### config.mk
export PLATFORM = sky130hd
export DESIGN_NAME = complex_alu_seq_flat
export DESIGN_NICKNAME = d
export VERILOG_FILES = /design/src/rtl/complex_alu_seq_if.sv /design/src/rtl/complex_alu_seq.sv /design/src/flat_wrapper.sv
export SDC_FILE = /design/constraint.sdc
export NUM_CORES = 1
export LEC_CHECK = 0
export ABC_AREA = 1
export CAP_MARGIN = 20
export CELL_PAD_IN_SITES_DETAIL_PLACEMENT = 1
export CELL_PAD_IN_SITES_GLOBAL_PLACEMENT = 1
export CORE_UTILIZATION = 31
export CTS_CLUSTER_SIZE = 28
export DETAILED_ROUTE_END_ITERATION = 10
export PLACE_DENSITY_LB_ADDON = 0.1
export SYNTH_ARGS = -nofsm -noshare
export SYNTH_HDL_FRONTEND = slang
export SYNTH_SLANG_ARGS = --single-unit
### constraint.sdc
create_clock -name clk -period 2.4 [get_ports clk]
set_input_delay 0.36 -clock clk [delete_from_list [all_inputs] [get_ports clk]]
set_output_delay 0.36 -clock clk [all_outputs]
set_load 0.02 [all_outputs]
### src/rtl/complex_alu_seq_if.sv
// Command, sample-handshake, ALU-control and result-tag bundle for complex_alu_seq.
//   master : command/sample producer (drives cmd_*, in_valid; observes the rest)
//   slave  : the sequencer (consumes cmd_*, in_valid; drives readies, control words, tags, status)
interface complex_alu_seq_if;
  logic        cmd_valid;
  logic        cmd_ready;
  logic [1:0]  cmd_op;
  logic [7:0]  cmd_len;
  logic        in_valid;
  logic        in_ready;
  logic [15:0] alumode;
  logic [19:0] inmode;
  logic [27:0] opmode;
  logic [3:0]  cea2;
  logic [3:0]  ceb2;
  logic [3:0]  usemult;
  logic        out_valid;
  logic        out_last;
  logic        done;
  logic        busy;

  modport master (
    output cmd_valid, cmd_op, cmd_len, in_valid,
    input  cmd_ready, in_ready, alumode, inmode, opmode, cea2, ceb2, usemult,
           out_valid, out_last, done, busy
  );

  modport slave (
    input  cmd_valid, cmd_op, cmd_len, in_valid,
    output cmd_ready, in_ready, alumode, inmode, opmode, cea2, ceb2, usemult,
           out_valid, out_last, done, busy
  );
endinterface

### src/rtl/complex_alu_seq.sv
// Sequencer driving four identical complex-multiplier ALU lanes.
// Accepts a command (CMUL streams products, CMAC accumulates), issues one
// registered control word per cycle while samples arrive, then drains the
// ALU pipeline and pulses done. A tag pipeline marks which ALU outputs are
// valid/last, ALU_LAT cycles after the word that produced them.
//   clk, rst : clock, synchronous active-high reset
//   alu_if   : command/sample handshakes, lane control words, result tags, status
module complex_alu_seq #(
  parameter int unsigned ALU_LAT = 5
) (
  input  logic              clk,
  input  logic              rst,
  complex_alu_seq_if.slave  alu_if
);

  localparam int unsigned CNT_W  = 9;
  localparam int unsigned DCNT_W = $clog2(ALU_LAT + 1);
  localparam int unsigned OPM_W  = 7;

  localparam logic [OPM_W-1:0] OPM_LOAD = 7'b0000101;
  localparam logic [OPM_W-1:0] OPM_ACC  = 7'b0100101;
  localparam logic [OPM_W-1:0] OPM_HOLD = 7'b0100000;

  typedef enum logic [1:0] {S_IDLE, S_RUN, S_DRAIN} state_t;

  state_t              state_q;
  logic                op_q;      // 0 = CMUL, 1 = CMAC
  logic [CNT_W-1:0]    len_q;
  logic [CNT_W-1:0]    cnt_q;
  logic [DCNT_W-1:0]   dcnt_q;
  logic [OPM_W-1:0]    opm_q;
  logic                ce_q;
  logic                um_q;
  logic [1:0]          tag_q;     // {valid, last} of the word currently presented
  logic                done_q;
  logic [1:0]          tag_sr_q [ALU_LAT];

  logic [CNT_W-1:0]    cnt_d;
  logic                cmd_hs;
  logic                last_smp;

  assign cnt_d    = cnt_q + CNT_W'(1);
  assign cmd_hs   = alu_if.cmd_valid && (state_q == S_IDLE);
  assign last_smp = (cnt_d == len_q);

  // Sequencer FSM with registered control word, tag and done pulse
  always_ff @(posedge clk) begin
    if (rst) begin
      state_q <= S_IDLE;
      op_q    <= 1'b0;
      len_q   <= '0;
      cnt_q   <= '0;
      dcnt_q  <= '0;
      opm_q   <= '0;
      ce_q    <= 1'b0;
      um_q    <= 1'b0;
      tag_q   <= '0;
      done_q  <= 1'b0;
    end else begin
      // Default is the IDLE word with a zero tag
      opm_q  <= '0;
      ce_q   <= 1'b0;
      um_q   <= 1'b0;
      tag_q  <= '0;
      done_q <= 1'b0;
      case (state_q)
        S_IDLE: begin
          if (cmd_hs) begin
            if (alu_if.cmd_op[1]) begin
              done_q <= 1'b1;  // reserved op: consumed, no work
            end else begin
              op_q    <= alu_if.cmd_op[0];
              len_q   <= (alu_if.cmd_len == 8'd0) ? CNT_W'(256) : CNT_W'(alu_if.cmd_len);
              cnt_q   <= '0;
              state_q <= S_RUN;
            end
          end
        end
        S_RUN: begin
          um_q <= 1'b1;
          if (alu_if.in_valid) begin
            cnt_q <= cnt_d;
            ce_q  <= 1'b1;
            // CMAC restarts the accumulator on its first sample only
            opm_q <= (!op_q || (cnt_q == '0)) ? OPM_LOAD : OPM_ACC;
            tag_q <= {(!op_q || last_smp), last_smp};
            if (last_smp) begin
              state_q <= S_DRAIN;
              dcnt_q  <= '0;
            end
          end else begin
            opm_q <= OPM_HOLD;
          end
        end
        S_DRAIN: begin
          if (done_q) begin
            state_q <= S_IDLE;  // leaves with the IDLE word
          end else begin
            opm_q <= OPM_HOLD;
            um_q  <= 1'b1;
            if (dcnt_q == DCNT_W'(ALU_LAT)) begin
              done_q <= 1'b1;
            end else begin
              dcnt_q <= dcnt_q + DCNT_W'(1);
            end
          end
        end
        default: state_q <= S_IDLE;
      endcase
    end
  end

  // Tags travel alongside the ALU pipeline
  always_ff @(posedge clk) begin
    if (rst) begin
      for (int i = 0; i < int'(ALU_LAT); i++) tag_sr_q[i] <= '0;
    end else begin
      tag_sr_q[0] <= tag_q;
      for (int i = 1; i < int'(ALU_LAT); i++) tag_sr_q[i] <= tag_sr_q[i-1];
    end
  end

  assign alu_if.cmd_ready = (state_q == S_IDLE);
  assign alu_if.in_ready  = (state_q == S_RUN);
  assign alu_if.busy      = (state_q != S_IDLE);
  assign alu_if.alumode   = '0;
  assign alu_if.inmode    = '0;
  assign alu_if.opmode    = {4{opm_q}};
  assign alu_if.cea2      = {4{ce_q}};
  assign alu_if.ceb2      = {4{ce_q}};
  assign alu_if.usemult   = {4{um_q}};
  assign alu_if.out_valid = tag_sr_q[ALU_LAT-1][1];
  assign alu_if.out_last  = tag_sr_q[ALU_LAT-1][0];
  assign alu_if.done      = done_q;

endmodule

### src/flat_wrapper.sv
// flat-port wrapper written by rule: the top's interface ports become plain ports
module complex_alu_seq_flat 
#(
  parameter int unsigned ALU_LAT = 5
)
  (clk, rst, alu_if_cmd_valid, alu_if_cmd_op, alu_if_cmd_len, alu_if_in_valid, alu_if_cmd_ready, alu_if_in_ready, alu_if_alumode, alu_if_inmode, alu_if_opmode, alu_if_cea2, alu_if_ceb2, alu_if_usemult, alu_if_out_valid, alu_if_out_last, alu_if_done, alu_if_busy);
  complex_alu_seq_if alu_if_i ();
  input  logic clk;
  input  logic rst;
  input wire logic [$bits(alu_if_i.cmd_valid)-1:0] alu_if_cmd_valid;
  input wire logic [$bits(alu_if_i.cmd_op)-1:0] alu_if_cmd_op;
  input wire logic [$bits(alu_if_i.cmd_len)-1:0] alu_if_cmd_len;
  input wire logic [$bits(alu_if_i.in_valid)-1:0] alu_if_in_valid;
  output wire logic [$bits(alu_if_i.cmd_ready)-1:0] alu_if_cmd_ready;
  output wire logic [$bits(alu_if_i.in_ready)-1:0] alu_if_in_ready;
  output wire logic [$bits(alu_if_i.alumode)-1:0] alu_if_alumode;
  output wire logic [$bits(alu_if_i.inmode)-1:0] alu_if_inmode;
  output wire logic [$bits(alu_if_i.opmode)-1:0] alu_if_opmode;
  output wire logic [$bits(alu_if_i.cea2)-1:0] alu_if_cea2;
  output wire logic [$bits(alu_if_i.ceb2)-1:0] alu_if_ceb2;
  output wire logic [$bits(alu_if_i.usemult)-1:0] alu_if_usemult;
  output wire logic [$bits(alu_if_i.out_valid)-1:0] alu_if_out_valid;
  output wire logic [$bits(alu_if_i.out_last)-1:0] alu_if_out_last;
  output wire logic [$bits(alu_if_i.done)-1:0] alu_if_done;
  output wire logic [$bits(alu_if_i.busy)-1:0] alu_if_busy;
  assign alu_if_i.cmd_valid = alu_if_cmd_valid;
  assign alu_if_i.cmd_op = alu_if_cmd_op;
  assign alu_if_i.cmd_len = alu_if_cmd_len;
  assign alu_if_i.in_valid = alu_if_in_valid;
  assign alu_if_cmd_ready = alu_if_i.cmd_ready;
  assign alu_if_in_ready = alu_if_i.in_ready;
  assign alu_if_alumode = alu_if_i.alumode;
  assign alu_if_inmode = alu_if_i.inmode;
  assign alu_if_opmode = alu_if_i.opmode;
  assign alu_if_cea2 = alu_if_i.cea2;
  assign alu_if_ceb2 = alu_if_i.ceb2;
  assign alu_if_usemult = alu_if_i.usemult;
  assign alu_if_out_valid = alu_if_i.out_valid;
  assign alu_if_out_last = alu_if_i.out_last;
  assign alu_if_done = alu_if_i.done;
  assign alu_if_busy = alu_if_i.busy;
  complex_alu_seq #(.ALU_LAT(ALU_LAT)) u_core (.clk(clk), .rst(rst), .alu_if(alu_if_i));
endmodule
==> reports/results.txt <==
Status = completed
IO Count = 96
Critical Path End Type = flop
FP Rows = 32
Seq/Total Area, Yosys = 0.3230
Worst-skew pair later-pin latency = 0.30 ns
Antenna-violating nets left = 0
Clk slew on worst S/H paths = 0.09 ns
Final Skew = 0.004505 ns
Yosys cell types = 32
Grt ovf = 0
TritonCTS clock tree = built
CP max FO = 6
Synth top area cells = dfxtp_1, buf_4, nand2_1
Cell taking the most area after synthesis = dfxtp_1
Pwr dens = 769.5 nW/um^2
Final min period = 2.091 ns
Buffers on Ports = 43
Root buf cell = clkbuf_8
# hold bufs at CTS = 0
Area growth from synthesis to layout = 12.41%
Leak = 0.001153 uW
Total Die Area = 8564 um^2
Final Slew Violations = 0
H-tree depth = 2
Die Span X = 92.54 um
Die Y = 92.54 um
R2R depth = 12
Clock Sinks = 41
HP Class = flop to flop
Most frequent cell after synthesis = buf_4
Nets = 396
Max cap viols = 0
Synthesized area = 2541 um^2
F_max = 0.4782 GHz
Initial antenna violation count = 0
Fill count = 1,004
Top cells by count, synth = buf_4, nand2_1, dfxtp_1
Largest net degree at the start of global routing = 19
Warnings, synthesis = 0
Final hold vios = 0
CTS resizes = 0
Final wirelength = 5606 um
Vias in the first global route = 1,877
Asr flop ratio synth = 0
Buffers inserted by post-CTS timing repair = 0
Drt initial violations = 54
Clock Tree Buf Depth = 2
Register bit total from synthesis = 41
Top FF cell, synth = dfxtp_1
Overall power = 2198 uW
Worst hold stages = 2
Post-synth EDFFs = 0
Syn avg cell area = 7.240 um^2
Top-area cell type share of the netlist area = 0.3230
Crit start category = flop
Sum Neg Setup Slack = 0 ns
First-pass GRT wire length = 9073 um
Vias per cell = 4.197
HPWL after detailed placement = 4419 um
Worst vdd ir = 0.0002851 V
Tcrit/Tclk final = 0.8713
Initial Util = 0.3238
Antenna cells = 0
Crit path kind = flop to flop
Layout cell share with drive strength beyond 1 = 0.07713
Core area = 7848 um^2
Vias after detailed routing = 2,006
CP Data Arrival Time = 2.27 ns
Synthesized instance count = 351
DRC errors left = 0
Req. time, crit path = 2.58 ns
Final setup fails = 0
RSZ-0062 raised after global routing = false
Overall routing resource usage = 0.1355
CTS Buf Count = 5
RePlAce Congestion = 0.7535
DR pass1 iterations = 4
DR WL/cell = 11.73 um
## final timing paths
| path | from | endpoint | slack (ns) |
|---|---|---|---|
| setup / recovery | u_core.cnt_q[0] | u_core.dcnt_q[2] | 0.31 |
| setup reg to reg | u_core.cnt_q[0] | u_core.dcnt_q[2] | 0.31 |
| hold reg to reg | u_core.tag_sr_q[0][3] | u_core.tag_sr_q[0][5] | 0.41 |
| hold / removal | u_core.tag_sr_q[0][3] | u_core.tag_sr_q[0][5] | 0.41 |
## power by group
part           switching (uW)  internal (uW)  total [uW]
logic                     523            284         807
clock network             263            338         602
registers                48.8            740         789
## per-stage QoR
stage | utilization | instance area (um^2) | setup slack [ns] | hold WS (ns) | std cells
6_report | 0.3640 | 2856 | 0.3090 | 0.4058 | 478
3_5_place_dp | 0.3487 | 2736 | 0.2889 | 0.3980 | 470
4_1_cts | 0.3640 | 2856 | 0.2746 | 0.4107 | 478
2_1_floorplan | - | 2733 | 0.6118 | 0.3883 | 402
5_1_grt | 0.3640 | 2856 | 0.09382 | 0.4292 | 478
3_3_place_gp | 0.3487 | 2736 | 0.3226 | 0.3900 | 470
## layout by cell type, fill, tap and decap left out
cell and instances:
o211ai_1 1, a21oi_1 25, inv_1 39, nand3_1 21, a31oi_1 1, nand2_1 56
o22a_1 1, dfxtp_1 41, clkinvlp_4 1, o21ai_0 11, nand2_2 2, nand2_4 1
a211oi_1 2, nor2_2 4, clkinv_1 1, xnor2_1 2, nor2_1 36, nand3b_2 1
nand4_1 2, o21ai_2 1, o21bai_2 1, nand3b_1 1, nand3_4 1, nand3_2 5
bufinv_16 1, ha_1 7, buf_4 4, clkbuf_8 6, nor3_1 1, nor2_4 1
nor4_1 4, clkdlybuf4s50_1 43, conb_1 52
## registers in the layout, summed over array words and instances (netlist names)
register,flops
u_core.tag_sr_q,10
u_core.cnt_q,9
u_core.len_q,9
u_core.dcnt_q,3
u_core.opm_q,2
u_core.state_q,2
u_core.tag_q,2
u_core.alu_if.done,1
u_core.ce_q,1
u_core.op_q,1
u_core.um_q,1
## area by class of cell
type	count	area [um^2]	share of cell area
Clock buffer	6	82.58	0.02891
Tap cell	102	127.6	0.04468
Multi-Input combinational cell	240	1177	0.4122
Timing Repair Buffer	47	460.4	0.1612
Clock inverter	2	37.54	0.01314
Inverter	40	150.1	0.05256
Sequential cell	41	820.8	0.2873
## critical path, stage by stage (launching register included)
cell and delay, ns:
dfxtp_1 0.40, inv_1 0.15, ha_1 0.37, xnor2_1 0.15
nand2_1 0.08, nor2_2 0.17, nand3_2 0.10, nor2_2 0.10
nand3_2 0.11, nand2_4 0.12, nand2_1 0.10, nand2_1 0.07
a21oi_1 0.05
## logic make-up after synthesis
family | Yosys count | share of synthesized area
xor gates and xnor gates | 2 | 0.006894
and+or+nand+nor | 136 | 0.2516
DFF | 41 | 0.3230
AOI/OAI and AO/OA | 43 | 0.09355
buffers and inverters | 121 | 0.2890
other | 1 | 0.001476
adders and majority gates | 7 | 0.03446
## per-layer routing
layer	vias up	part of all wire	wire, um	track usage
li1	1026	-	-	-
met2	69	0.44	2486	0.2173
met1	903	0.49	2743	0.1748
met4	0	0.019	104	0.05469
met5	-	0	0	0
met3	8	0.049	272	0.03038
No activity file was read; power rests on OpenSTA's default activity.
